==> src/rtl/mips_mc_controller.sv <==
// Multi-cycle MIPS controller: a Moore FSM that sequences fetch, decode,
// memory, ALU, branch and jump steps over a shared memory, and keeps a
// sticky flag for unsupported opcodes and R-type function codes.
//
// Optional feature: define MC_BNE_EN to decode bne (op 000101). The
// instruction shares the BRANCH state with beq and inverts the zero test.
// Without the macro, bne is treated as an illegal opcode.
module mips_mc_controller (
  input  logic       clk,
  input  logic       reset,
  input  logic [5:0] op,
  input  logic [5:0] funct,
  input  logic       zero,
  input  logic       mem_ready,
  output logic       pcen,
  output logic       irwrite,
  output logic       memwrite,
  output logic       regwrite,
  output logic       iord,
  output logic       regdst,
  output logic       memtoreg,
  output logic       alusrca,
  output logic [1:0] alusrcb,
  output logic [1:0] pcsrc,
  output logic [3:0] alucontrol,
  output logic [3:0] state,
  output logic       illegal
);

  // State encodings are visible on the debug port, so they are fixed.
  localparam logic [3:0] S_FETCH   = 4'd0;
  localparam logic [3:0] S_DECODE  = 4'd1;
  localparam logic [3:0] S_MEMADR  = 4'd2;
  localparam logic [3:0] S_MEMRD   = 4'd3;
  localparam logic [3:0] S_MEMWB   = 4'd4;
  localparam logic [3:0] S_MEMWR   = 4'd5;
  localparam logic [3:0] S_EXECUTE = 4'd6;
  localparam logic [3:0] S_ALUWB   = 4'd7;
  localparam logic [3:0] S_BRANCH  = 4'd8;
  localparam logic [3:0] S_ADDIEX  = 4'd9;
  localparam logic [3:0] S_ADDIWB  = 4'd10;
  localparam logic [3:0] S_JUMP    = 4'd11;

  localparam logic [5:0] OP_RTYPE = 6'b000000;
  localparam logic [5:0] OP_LW    = 6'b100011;
  localparam logic [5:0] OP_SW    = 6'b101011;
  localparam logic [5:0] OP_BEQ   = 6'b000100;
  localparam logic [5:0] OP_BNE   = 6'b000101;
  localparam logic [5:0] OP_ADDI  = 6'b001000;
  localparam logic [5:0] OP_J     = 6'b000010;

  localparam logic [5:0] FN_ADD = 6'b100000;
  localparam logic [5:0] FN_SUB = 6'b100010;
  localparam logic [5:0] FN_AND = 6'b100100;
  localparam logic [5:0] FN_OR  = 6'b100101;
  localparam logic [5:0] FN_SLT = 6'b101010;

  localparam logic [3:0] ALU_AND = 4'b0000;
  localparam logic [3:0] ALU_OR  = 4'b0001;
  localparam logic [3:0] ALU_ADD = 4'b0010;
  localparam logic [3:0] ALU_SUB = 4'b0110;
  localparam logic [3:0] ALU_SLT = 4'b0111;

  logic [3:0] state_q, state_d;
  logic       illegal_q, illegal_d;

  // Raw strobes before the reset mask is applied.
  logic       pcen_raw, irwrite_raw, memwrite_raw, regwrite_raw;

  // Branch sense: beq takes the branch on zero, bne on not-zero.
  logic       branch_take;

`ifdef MC_BNE_EN
  assign branch_take = (op == OP_BNE) ? ~zero : zero;
`else
  assign branch_take = zero;
`endif

  // State and sticky illegal flag; reset wins over any pending transition.
  always_ff @(posedge clk) begin
    if (reset) begin
      state_q   <= S_FETCH;
      illegal_q <= 1'b0;
    end else begin
      state_q   <= state_d;
      illegal_q <= illegal_d;
    end
  end

  // Next state and illegal-flag update from the current state and inputs.
  always_comb begin
    state_d   = S_FETCH;
    illegal_d = illegal_q;
    case (state_q)
      S_FETCH:   state_d = mem_ready ? S_DECODE : S_FETCH;
      S_DECODE: begin
        case (op)
          OP_LW, OP_SW: state_d = S_MEMADR;
          OP_RTYPE:     state_d = S_EXECUTE;
          OP_BEQ:       state_d = S_BRANCH;
`ifdef MC_BNE_EN
          OP_BNE:       state_d = S_BRANCH;
`endif
          OP_ADDI:      state_d = S_ADDIEX;
          OP_J:         state_d = S_JUMP;
          default: begin
            state_d   = S_FETCH;
            illegal_d = 1'b1;
          end
        endcase
      end
      S_MEMADR:  state_d = (op == OP_LW) ? S_MEMRD : S_MEMWR;
      S_MEMRD:   state_d = mem_ready ? S_MEMWB : S_MEMRD;
      S_MEMWB:   state_d = S_FETCH;
      S_MEMWR:   state_d = mem_ready ? S_FETCH : S_MEMWR;
      S_EXECUTE: begin
        state_d = S_ALUWB;
        case (funct)
          FN_ADD, FN_SUB, FN_AND, FN_OR, FN_SLT: illegal_d = illegal_q;
          default:                               illegal_d = 1'b1;
        endcase
      end
      S_ALUWB:   state_d = S_FETCH;
      S_BRANCH:  state_d = S_FETCH;
      S_ADDIEX:  state_d = S_ADDIWB;
      S_ADDIWB:  state_d = S_FETCH;
      S_JUMP:    state_d = S_FETCH;
      default:   state_d = S_FETCH;
    endcase
  end

  // Moore outputs per state; anything not driven in a state stays at default.
  always_comb begin
    pcen_raw     = 1'b0;
    irwrite_raw  = 1'b0;
    memwrite_raw = 1'b0;
    regwrite_raw = 1'b0;
    iord         = 1'b0;
    regdst       = 1'b0;
    memtoreg     = 1'b0;
    alusrca      = 1'b0;
    alusrcb      = 2'b00;
    pcsrc        = 2'b00;
    alucontrol   = ALU_ADD;
    case (state_q)
      S_FETCH: begin
        alusrcb     = 2'b01;
        pcen_raw    = mem_ready;
        irwrite_raw = mem_ready;
      end
      S_DECODE:  alusrcb = 2'b11;
      S_MEMADR: begin
        alusrca = 1'b1;
        alusrcb = 2'b10;
      end
      S_MEMRD:   iord = 1'b1;
      S_MEMWB: begin
        memtoreg     = 1'b1;
        regwrite_raw = 1'b1;
      end
      S_MEMWR: begin
        iord         = 1'b1;
        memwrite_raw = 1'b1;
      end
      S_EXECUTE: begin
        alusrca = 1'b1;
        case (funct)
          FN_SUB:  alucontrol = ALU_SUB;
          FN_AND:  alucontrol = ALU_AND;
          FN_OR:   alucontrol = ALU_OR;
          FN_SLT:  alucontrol = ALU_SLT;
          default: alucontrol = ALU_ADD;
        endcase
      end
      S_ALUWB: begin
        regdst       = 1'b1;
        regwrite_raw = 1'b1;
      end
      S_BRANCH: begin
        alusrca    = 1'b1;
        alucontrol = ALU_SUB;
        pcsrc      = 2'b01;
        pcen_raw   = branch_take;
      end
      S_ADDIEX: begin
        alusrca = 1'b1;
        alusrcb = 2'b10;
      end
      S_ADDIWB:  regwrite_raw = 1'b1;
      S_JUMP: begin
        pcsrc    = 2'b10;
        pcen_raw = 1'b1;
      end
      default: ;
    endcase
  end

  // Architectural write strobes are suppressed while reset is held.
  assign pcen     = pcen_raw     & ~reset;
  assign irwrite  = irwrite_raw  & ~reset;
  assign memwrite = memwrite_raw & ~reset;
  assign regwrite = regwrite_raw & ~reset;

  assign state   = state_q;
  assign illegal = illegal_q;

endmodule

==> config.mk <==
export PLATFORM = sky130hd
export DESIGN_NAME = mips_mc_controller
export DESIGN_NICKNAME = d
export VERILOG_FILES = /design/src/rtl/mips_mc_controller.sv
export SDC_FILE = /design/constraint.sdc
export NUM_CORES = 1
export LEC_CHECK = 0
export CAP_MARGIN = 20
export CORE_UTILIZATION = 41
export DETAILED_ROUTE_END_ITERATION = 16
export PLACE_DENSITY_LB_ADDON = 0.25
export SYNTH_ARGS = -nofsm -noshare
export SYNTH_HDL_FRONTEND = slang
export SYNTH_SLANG_ARGS = --single-unit
==> constraint.sdc <==
create_clock -name clk -period 4.08 [get_ports clk]
set_clock_uncertainty 0.2 [all_clocks]
set_input_delay 0.816 -clock clk [delete_from_list [all_inputs] [get_ports clk]]
set_output_delay 0.816 -clock clk [all_outputs]
set_load 0.05 [all_outputs]
# --- Yosys cells after proc, flatten, opt, wreduce, memory -nomap -nowiden ---
# Index checks and enable logic that the tools add are counted.
op_classes:
  eq_ne: 23
  n_mux: 21
  bitwise_logic: 5
  n_reduce_logical: 11
ops:
  columns: ["op", "n"]
  rows:
  - ["$eq 6x6->1 const B", 7]
  - ["$pmux 4 s7", 1]
  - ["$pmux 4 s5", 1]
  - ["$eq 4x3->1 const B", 4]
  - ["$eq 4x4->1 const B", 4]
  - ["$pmux 3 s4", 1]
  - ["$mux 1", 10]
  - ["$mux 3", 3]
  - ["$eq 4x2->1 const B", 2]
  - ["$eq 6x2->1 const B", 1]
  - ["$eq 6x3->1 const B", 1]
  - ["$eq 6x4->1 const B", 1]
  - ["$logic_not 6->1", 1]
  - ["$pmux 2 s3", 1]
  - ["$pmux 3 s2", 1]
  - ["$reduce_or 2->1", 3]
  - ["$reduce_or 6->1", 1]
  - ["$reduce_or 5->1", 1]
  - ["$and 1x1->1", 4]
  - ["$eq 4x1->1 const B", 1]
  - ["$logic_not 4->1", 1]
  - ["$ne 2x2->1 const B", 2]
  - ["$pmux 2 s2", 1]
  - ["$reduce_or 4->1", 1]
  - ["6 further kinds", 6]
word_totals:
  reg_bits: 5
  input_bits: 16
  out_inout_bits: 21
  wordCells: 62

# --- Logic depth before layout (Yosys ltp) ---
logic_depth:
  ltp_word: 4
  depth_mapped: 5
  depth_no_buf: 4

# --- Worst setup path before layout ---
# Ideal clock, no wire load.
synth_path:
  path_kind: "input -> output"
  from: "in reset"
  to: "out irwrite"
  arrival_ps: 2562
  required_time_ps: 3064
  setup_slack_ps: 502
  path_stages: 3
  path_buffers: 1
  cell_sequence: "buf_1 nand2b_1 nor4_1"
synth_between:
  elab_chain_len: 2
synth_rtl:
  columns: ["element", "line_no", "rtl"]
  rows:
  - ["start, declared", "10", "input logic reset,"]
  - ["$not 1->1", "200", "assign irwrite = irwrite_raw & ~reset;"]
  - ["$and 1x1->1", "200", null]
  - ["end, declared", "16", "output logic irwrite,"]
# No other way between the ends.

# --- Worst setup path in the final report ---
layout_path:
  from: "in mem_ready"
  to: "out pcen"
layout_between:
  elab_chain_len: 2
layout_rtl:
  columns: ["element", "line_no", "rtl"]
  rows:
  - ["start, declared", "14", "input logic mem_ready,"]
  - ["$pmux 1 s3", "145", "case (state_q)"]
  - ["$and 1x1->1", "199", "assign pcen = pcen_raw & ~reset;"]
  - ["end, declared", "15", "output logic pcen,"]
# No other way between the ends.

==> results.py <==
metrics = {
    "final_layout": {
        "layout_commonest_cell": "clkdlybuf4s50_1",
        "diode_insertion_count_for_antenna_repair": 0,
        "num-nets-final": 148,
        "filler_cell_count": 142,
        "fin_area_um2": 1020,
        "mostFrequentLayoutCells": "clkdlybuf4s50_1, nor2_1",
        "layout-drive-gt1-share_pct": 6.11,
        "multi_input_comb_area_um2": 515,
        "syn_to_final_growth_pct": 53.4,
        "area.sequential_um2": 100,
        "fin_cells": 147,
    },
    "routing": {
        "routed-via-count": 817,
        "drt-pass1-iter-count": 4,
        "drc_errors": 0,
        "antenna_violation_net_count_after_detailed_routing": 0,
        "drt_iter0_markers": 16,
        "routed_wirelength_um": 1850,
        "detail_route.vias_per_cell": 5.56,
        "routedWlPerCell_um": 12.6,
    },
    "clock_tree": {
        "cts.sinks": 5,
        "cts.clk_slew.worst_paths_ns": 0.04,
        "holdBufCountCts": 0,
        "cts_buffers": 3,
        "cts_tree": "yes",
        "clock_insertion_delay_worst_skew_ns": 0.24,
        "postcts_setup_bufs": 0,
        "root_buffer": "clkbuf_4",
        "cts-htree-levels": 1,
        "ctsResizeCount": 0,
        "clock_path_buffers": 2,
    },
    "sta": {
        "slew_viol_final": 0,
        "final_period_minus_worst_setup_slack_ns": 3.70,
        "final-hold-violation-count": 0,
        "final_setup_violations": 0,
        "fin_tns_setup_ns": 0,
        "crit_share_post_route_pct": 90.6,
        "maxSlewHeadroom_pct": 57.1,
        "max_freq_mhz": 271,
        "rsz0062_at_grt": "false",
        "tightest_slew_ns": 0.642,
    },
    "setup_path": {
        "crit_top_cell": "clkdlybuf4s50_1",
        "arrival_ns": 2.68,
        "worst_setup_path_end_kind": "output port",
        "critPathLaunchType": "primary input",
        "critical-path-slowest-cell": "clkdlybuf4s50_1",
        "worst-endpoint-required_ns": 3.06,
        "critical_path_cell_list": "clkdlybuf4s50_1, nor3b_1, a21oi_1, nor3_1, clkdlybuf4s50_1",
        "timing.critical_path.slowest_cell_delay_ns": 0.84,
        "worst-path-max-fanout": 7,
        "critPathKind": "primary input to output port",
    },
    "global_route": {
        "first_pass_grt_wire_length_um": 3210,
        "grt_start_max_net_pins": 21,
        "via_count_of_the_first_global_routing_pass": 760,
        "globalRoute.totalOverflow": 0,
        "grt_util_all_layers_pct": 22.5,
        "antenna_violations_before_repair": 0,
    },
    "synthesis": {
        "synth_top_cells_by_area": "dfxtp_1, nor2_1, nand2b_1",
        "synth_area_leader_cell": "dfxtp_1",
        "syn-mean-instance-area_um2": 6.63,
        "yosys_top_cell_area_share_pct": 15.1,
        "synthesis.area_um2": 663,
        "netlist_instances": 100,
        "yosysUniqueCellTypes": 36,
        "seq_area_frac_synth_pct": 15.1,
        "synth_warnings": 0,
        "postSynthNetCount": 116,
        "ys_ff_latch": 5,
    },
    "floorplan": {
        "core_region_area_um2": 1510,
        "die_height_um": 42.2,
        "die_w_um": 42.2,
        "placement_rows": 14,
        "initial_core_util_pct": 44.0,
        "io_pins": 37,
        "dieArea_um2": 1780,
    },
    "place": {
        "portBuffers": 35,
        "dp_cells": 143,
        "detailed_place_hpwl_um": 1470,
        "postPlaceCellArea_um2": 991,
        "place.gp.congestion": 0.839,
    },
    "power_and_ir_drop": {
        "vdd_ir_drop_max_mv": 0.132,
        "leakagePower_nw": 0.333,
        "cellInternalPower_w": 0.000119,
        "p_sw_w": 0.0000622,
        "switching_share_pct": 34.3,
        "share_clk_of_total_power_pct": 31.4,
        "comb_power_share_pct": 39.0,
        "power.sequential.fraction_pct": 29.5,
        "pwr_density_cell_nw_per_um2": 178,
    },
    "job": {
        "max_capacitance_violation_total": 0,
    },
    "run_status": {
        "run_status": "completed",
    },
    "worst_hold_path": {
        "hold_path_class": "flop to flop",
    },
}
## kinds of logic (layout without fill, tap and decap cells)
group           count (synthesis)  in the layout  synth area share, %
simple gates                   51             51                 43.4
other cells                     1              1                0.565
flops                           5              5                 15.1
compound gates                 27             27                 25.1
mux                             4              4                 6.04
buf+inv                        10             41                 7.17
xor+xnor                        2              2                 2.64
## sequential cells by signal, summed over array words and instances (netlist names)
signal	cells
illegal	1
state	4
## metal layers
metal / up-vias / GRT usage [%] / wire length (µm)
li1: 430 / - / -
met1: 367 / 27.7 / 854
met2: 20 / 41.5 / 936
met3: 0 / 2.16 / 63
met4: 0 / 5.63 / 0
met5: - / 0 / 0
## worst paths after layout
check	slack, ns	endpoint	depth (start not counted)	start
worst max-delay path	0.38	pcen	5	mem_ready
worst min-delay path	0.33	illegal	2	illegal
worst max register to register	2.19	state[1]	4	state[1]
worst min register to register	0.33	illegal	2	illegal
## through the flow
step                utilization, %  hold slack [ns]  setup WS [ns]  total power (W)
global placement              65.8            0.317          0.451         0.000123
detailed placement            65.8            0.322          0.398         0.000125
finish                        67.5            0.331          0.384         0.000181
floorplan                        -            0.577          0.502        0.0000946
CTS                           67.5            0.336          0.393         0.000181
global route                  67.5            0.356          0.237         0.000190
## cells in the mapped netlist, drive strengths merged
library cell,instances
a21boi,1
a2bb2oi,1
xnor2,1
or3,1
inv,2
nor2b,3
nor3b,3
clkbuf,3
nor3,8
or4b,2
o21ai,8
nor2,14
nand4,2
buf,5
a32oi,1
nand2b,8
conb,1
and3,1
o21a,2
mux2i,4
a21oi,8
nand2,1
or2,2
nor4,2
a211o,1
a311oi,2
nand3,3
xor2,1
dfxtp,5
o211ai,1
a31oi,2
nor4b,1
## cell type report
cell class              count  share of cell area [%]
multi-input cells          85                    50.7
clock buffers               4                    2.58
inverters                   2                   0.738
repair buffers             35                    34.2
well taps                  16                    1.97
flip-flops and latches      5                    9.84
## power by group through the flow
stage / clock network (W) / logic, W / registers, W
CTS: 0.0000567 / 0.0000706 / 0.0000535
global placement: 0 / 0.0000685 / 0.0000543
detailed placement: 0 / 0.0000705 / 0.0000543
finish: 0.0000569 / 0.0000706 / 0.0000535
global route: 0.0000599 / 0.0000760 / 0.0000538
floorplan: 0 / 0.0000355 / 0.0000591
## critical path: cells and delay by family
family	cells	cell delay, ns
AO/OA/AOI/OAI	1	0.06
AND/OR/NAND/NOR	2	0.38
buffers and inverters	2	1.42
Power figures use the tool's default switching activity.
